<file path="config.mk">
export PLATFORM = sky130hd
export DESIGN_NAME = alu_dec_pipe
export DESIGN_NICKNAME = d
export VERILOG_FILES = /design/src/rtl/alu_dec_pipe.sv
export SDC_FILE = /design/constraint.sdc
export NUM_CORES = 1
export LEC_CHECK = 0
export BUFFER_PORTS_ARGS = -buffer_cell sky130_fd_sc_hd__buf_2
export CAP_MARGIN = 20
export CORE_UTILIZATION = 52
export DETAILED_ROUTE_END_ITERATION = 8
export PLACE_DENSITY_LB_ADDON = 0.15
export SYNTH_ARGS = -nofsm -noshare
export SYNTH_HDL_FRONTEND = slang
export SYNTH_SLANG_ARGS = --single-unit
export TNS_END_PERCENT = 10
</file>
<file path="constraint.sdc">
create_clock -name clk -period 2.22 [get_ports clk]
set_clock_uncertainty 0.1 [all_clocks]
set_input_delay 0.555 -clock clk [delete_from_list [all_inputs] [get_ports clk]]
set_output_delay 0.555 -clock clk [all_outputs]
set_load 0.01 [all_outputs]
</file>
<file path="src/rtl/alu_dec_pipe.sv">
`timescale 1ns/1ps
`default_nettype none
// +--------------------------------------------------------------------------+
// | alu_dec_pipe: ALUOp/Funct decoder registered into ID/EX, with handshake, |
// | stall/flush, illegal-funct flag and mult/div busy interlock.             |
// | Revision: 1.0                                                            |
// +--------------------------------------------------------------------------+
module alu_dec_pipe #(
  parameter int CTRL_W   = 4,
  parameter int MULT_LAT = 4,
  parameter int DIV_LAT  = 32
) (
  input  logic              clk,
  input  logic              rst_n,
  input  logic              InValid,
  output logic              InReady,
  input  logic [2:0]        ALUOp,
  input  logic [5:0]        Funct,
  input  logic              Stall,
  input  logic              Flush,
  output logic [CTRL_W-1:0] ALUControl,
  output logic              OutValid,
  output logic              Illegal,
  output logic              MDStart,
  output logic              MDBusy
);

  localparam int MAX_LAT = (MULT_LAT > DIV_LAT) ? MULT_LAT : DIV_LAT;
  localparam int CNT_W   = $clog2(MAX_LAT + 1);

  localparam logic [3:0] c_and  = 4'h0;
  localparam logic [3:0] c_or   = 4'h1;
  localparam logic [3:0] c_add  = 4'h2;
  localparam logic [3:0] c_xor  = 4'h3;
  localparam logic [3:0] c_nor  = 4'h4;
  localparam logic [3:0] c_lui  = 4'h5;
  localparam logic [3:0] c_sub  = 4'h6;
  localparam logic [3:0] c_slt  = 4'h7;
  localparam logic [3:0] c_sltu = 4'h8;
  localparam logic [3:0] c_sll  = 4'h9;
  localparam logic [3:0] c_srl  = 4'ha;
  localparam logic [3:0] c_sra  = 4'hb;
  localparam logic [3:0] c_mult = 4'hc;
  localparam logic [3:0] c_div  = 4'hd;
  localparam logic [3:0] c_nop  = 4'hf;

  logic [3:0]       w_code;
  logic             w_illegal;
  logic             w_is_md;
  logic             w_accept;
  logic [CNT_W-1:0] r_cnt;
  logic [3:0]       r_ctrl;
  logic             r_valid;
  logic             r_illegal;
  logic             r_mdstart;

  always_comb begin
    w_code    = c_nop;
    w_illegal = 1'b0;
    case (ALUOp)
      3'b000: w_code = c_add;
      3'b001: w_code = c_sub;
      3'b011: w_code = c_and;
      3'b100: w_code = c_or;
      3'b101: w_code = c_slt;
      3'b110: w_code = c_xor;
      3'b111: w_code = c_lui;
      3'b010: begin
        case (Funct)
          6'b100000, 6'b100001: w_code = c_add;
          6'b100010, 6'b100011: w_code = c_sub;
          6'b100100:            w_code = c_and;
          6'b100101:            w_code = c_or;
          6'b100110:            w_code = c_xor;
          6'b100111:            w_code = c_nor;
          6'b101010:            w_code = c_slt;
          6'b101011:            w_code = c_sltu;
          6'b000000:            w_code = c_sll;
          6'b000010:            w_code = c_srl;
          6'b000011:            w_code = c_sra;
          6'b011000, 6'b011001: w_code = c_mult;
          6'b011010, 6'b011011: w_code = c_div;
          default:              w_illegal = 1'b1;
        endcase
      end
    endcase
  end

  assign w_is_md  = (w_code == c_mult) || (w_code == c_div);
  assign MDBusy   = (r_cnt != '0);
  assign InReady  = !Stall && !(w_is_md && MDBusy);
  assign w_accept = InValid && InReady;

  // The counter runs through stalls and flushes; only a surviving MD accept reloads it.
  always_ff @(posedge clk or negedge rst_n) begin
    if (!rst_n) begin
      r_cnt <= '0;
    end else if (w_accept && w_is_md && !Flush) begin
      r_cnt <= (w_code == c_div) ? CNT_W'(DIV_LAT) : CNT_W'(MULT_LAT);
    end else if (r_cnt != '0) begin
      r_cnt <= r_cnt - CNT_W'(1);
    end
  end

  always_ff @(posedge clk or negedge rst_n) begin
    if (!rst_n) begin
      r_ctrl    <= c_nop;
      r_valid   <= 1'b0;
      r_illegal <= 1'b0;
      r_mdstart <= 1'b0;
    end else if (Flush) begin
      r_ctrl    <= c_nop;
      r_valid   <= 1'b0;
      r_illegal <= 1'b0;
      r_mdstart <= 1'b0;
    end else if (Stall) begin
      r_mdstart <= 1'b0;
    end else if (w_accept) begin
      r_ctrl    <= w_code;
      r_valid   <= 1'b1;
      r_illegal <= w_illegal;
      r_mdstart <= w_is_md;
    end else begin
      r_ctrl    <= c_nop;
      r_valid   <= 1'b0;
      r_illegal <= 1'b0;
      r_mdstart <= 1'b0;
    end
  end

  assign ALUControl = CTRL_W'(r_ctrl);
  assign OutValid   = r_valid;
  assign Illegal    = r_illegal;
  assign MDStart    = r_mdstart;

endmodule
`default_nettype wire
</file>
==> impl_metrics.yaml <==
timing:
  finalMaxSlewViolations: 0
  relSlewSlack: 0.7692
  finalWorstSetupSlack_ps: -266.2
  rsz0062_at_grt: "yes"
  fin_crit_sh: 1.120
  layout_min_cycle_time_ps: 2486
  hold_violations: 0
  finalSetupViolCount: 2
  fmax_mhz: 402.2
  worstMarginPinSlew_ps: 344.1
clocking:
  clk_pin_slew_ps: 80
  htreeDepth: 1
  cts_tree: "built"
  cts_buffer_depth: 2
  post_cts_buffers: 0
  cts_root_buf: "clkbuf_4"
  cts_buffers: 3
  cts.sinks: 13
  holdBufCountCts: 0
  clkLatencyLatePin_ps: 270
setup_path:
  crit_required_ps: 1560
  crit_path_end_kind: "primary output"
  r2r_cells: 7
  crit_path_cell_trace: "inv_1 > ha_1 > or3b_4 > nor3_4 > a211oi_2 > a21oi_1 > buf_2"
  cpMaxStageDelayCell: "or3b_4"
  reg2reg_from: "r_cnt[0]"
  rrSetupSlack_ps: 290
  critPathKind: "register to primary output"
  worst-path-buf-inv: 2
  critPathMaxStageDelay_ps: 400
  cp.arrival_ps: 1830
  rr_endpoint: "ALUControl[1]"
  crit_family: "simple AND/OR/NAND/NOR gates"
  worstPathMaxFanout: 3
  cp-start-kind: "register"
drt:
  drc: 0
  post_drt_wl_per_cell_um: 12.25
  viasPerCell: 5.503
  drtIter0Drc: 13
  routed-via-count: 919
  ant_nets: 0
  drt_first_pass_iters: 4
  totalWireLength_mm: 2.045
yosys:
  synth_area_per_cell_um2: 8.367
  synth_nets: 127
  yosysSeqAreaShare: 0.3525
  synthArstFlopShare: 1.000
  postSynthCellCount: 112
  netlist_area_um2: 937.1
  dominantRegCellSynth: "dfrtp_1"
  synth-seq-cells: 13
  ys_warn_count: 0
  yosysUniqueCellTypes: 45
  synth-edff-count: 0
layout:
  seqCellArea_um2: 330.3
  antenna_cells: 0
  final_nets: 159
  drive_above_1_share: 0.3077
  multiInputGateArea_um2: 555.5
  fillers: 133
  area_growth_pct: 22.30
die:
  io_pins: 23
  dieWidth_um: 44.45
  die_y_um: 44.45
  num_rows: 14
  die_area_um2: 1976
  coreArea_um2: 1594
  start_util: 0.5879
power_and_ir_drop:
  power_density_nw_per_um2: 751.3
  leakagePower_nw: 0.4906
  ir_drop_uv: 605.6
  fin_total_pwr_w: 0.0008610
placed_design:
  dp_hpwl_mm: 1.629
  portBuffers: 22
  gp_congestion: 0.8624
  place_ws_ps: 42.18
flow_run:
  maxCapViolCount: 0
global_routing:
  grt_pass1_wl_mm: 3.450
  overflow: 0
  grt_usage: 0.2362
  antenna_found_initial: 0
  grt_pass1_vias: 825
  grt_max_degree: 14
hold_path:
  hp-class: "input pin to asynchronous set/reset pin"
status:
  status: "complete, but fails checks"
  violations: "negative setup slack"
[synth_stat cells, types with 2 or more instances]
master	count	area, µm²
o22ai_1	4	25.02
a21oi_1	6	30.03
dfstp_2	4	105.1
nor2b_1	5	31.28
nor3_1	4	20.02
xnor2_1	2	17.52
nand2_1	13	48.80
and2_1	3	18.77
o21ai_0	7	35.03
dfrtp_1	9	225.2
nor2_1	9	33.78
nand2b_1	5	31.28
buf_4	2	15.01
inv_1	7	26.28
or3_1	2	12.51
[area by class of cell]
cell class	count	area share
Multi-Input combinational cell	88	0.4847
Sequential cell	13	0.2882
Inverter	7	0.02293
Timing Repair Buffer	31	0.1550
Tap cell	24	0.02620
Clock buffer	4	0.02293
[power breakdown]
group          total, W  switching, W  internal [W]
clock          0.000141     0.0000720     0.0000694
combinational  0.000354      0.000174      0.000180
sequential     0.000365     0.0000628      0.000302
total          0.000861      0.000309      0.000552
[layer usage]
layer | GRT usage | wire [µm] | vias up
li1 | - | - | 465
met1 | 0.3265 | 998 | 430
met2 | 0.3794 | 957 | 22
met3 | 0.04082 | 74 | 2
met4 | 0.06667 | 13 | 0
met5 | 0 | 0 | -
[layout by cell type, fill, tap and decap left out, drive strengths merged, types with 2 or more instances in the layout]
cell	synthesis	layout
o22ai	4	4
nand2b	5	5
clkbuf	1	4
nand2	13	13
nor2	9	9
nor3	5	5
buf	3	31
nor2b	5	5
or3	2	2
and2	3	3
dfrtp	9	9
a211oi	2	2
a21oi	6	6
xnor2	2	2
inv	7	7
o21ai	7	7
dfstp	4	4
[state kept, by name, summed over array words and instances (netlist names)]
name / cells
MDStart: 1
Illegal: 1
OutValid: 1
r_cnt: 6
ALUControl: 4
[repair_timing]
action,in CTS,in global routing
setup endpoints to repair,2,2
gates resized for setup,0,0
hold endpoints to repair,0,0
[kinds of logic (layout without fill, tap and decap cells)]
logic type | count (synthesis) | after routing | synth area share
compound gates | 34 | 34 | 0.2564
xor+xnor | 3 | 3 | 0.02804
flops | 13 | 13 | 0.3525
mux | 1 | 1 | 0.01202
fa+ha+maj | 1 | 1 | 0.01335
simple gates | 49 | 49 | 0.2831
buf+inv | 11 | 42 | 0.05473
[metrics by stage]
stage          cell area (µm²)  hold slack (ps)  instances  setup TNS (ps)    util
6_report                  1146            51.94        167          -441.9  0.7190
3_3_place_gp              1120            349.0        163               0  0.7025
2_1_floorplan            937.1            159.4        112               0       -
4_1_cts                   1146            57.19        167          -456.9  0.7190
5_1_grt                   1146            63.74        167          -685.3  0.7190
3_5_place_dp              1120            355.4        163               0  0.7025
[worst max-delay path by stage]
stage                        start  endpoint  slack, ps  cells past startpoint
after detailed placement  r_cnt[0]   InReady         40                      7
after floorplan           r_cnt[0]   InReady         10                      6
final                     r_cnt[0]   InReady       -270                      7
after global routing      r_cnt[0]   InReady       -370                      7
after global placement    Funct[3]   InReady         80                      6
after CTS                 r_cnt[0]   InReady       -270                      7
No activity file was read; power rests on OpenSTA's default activity.
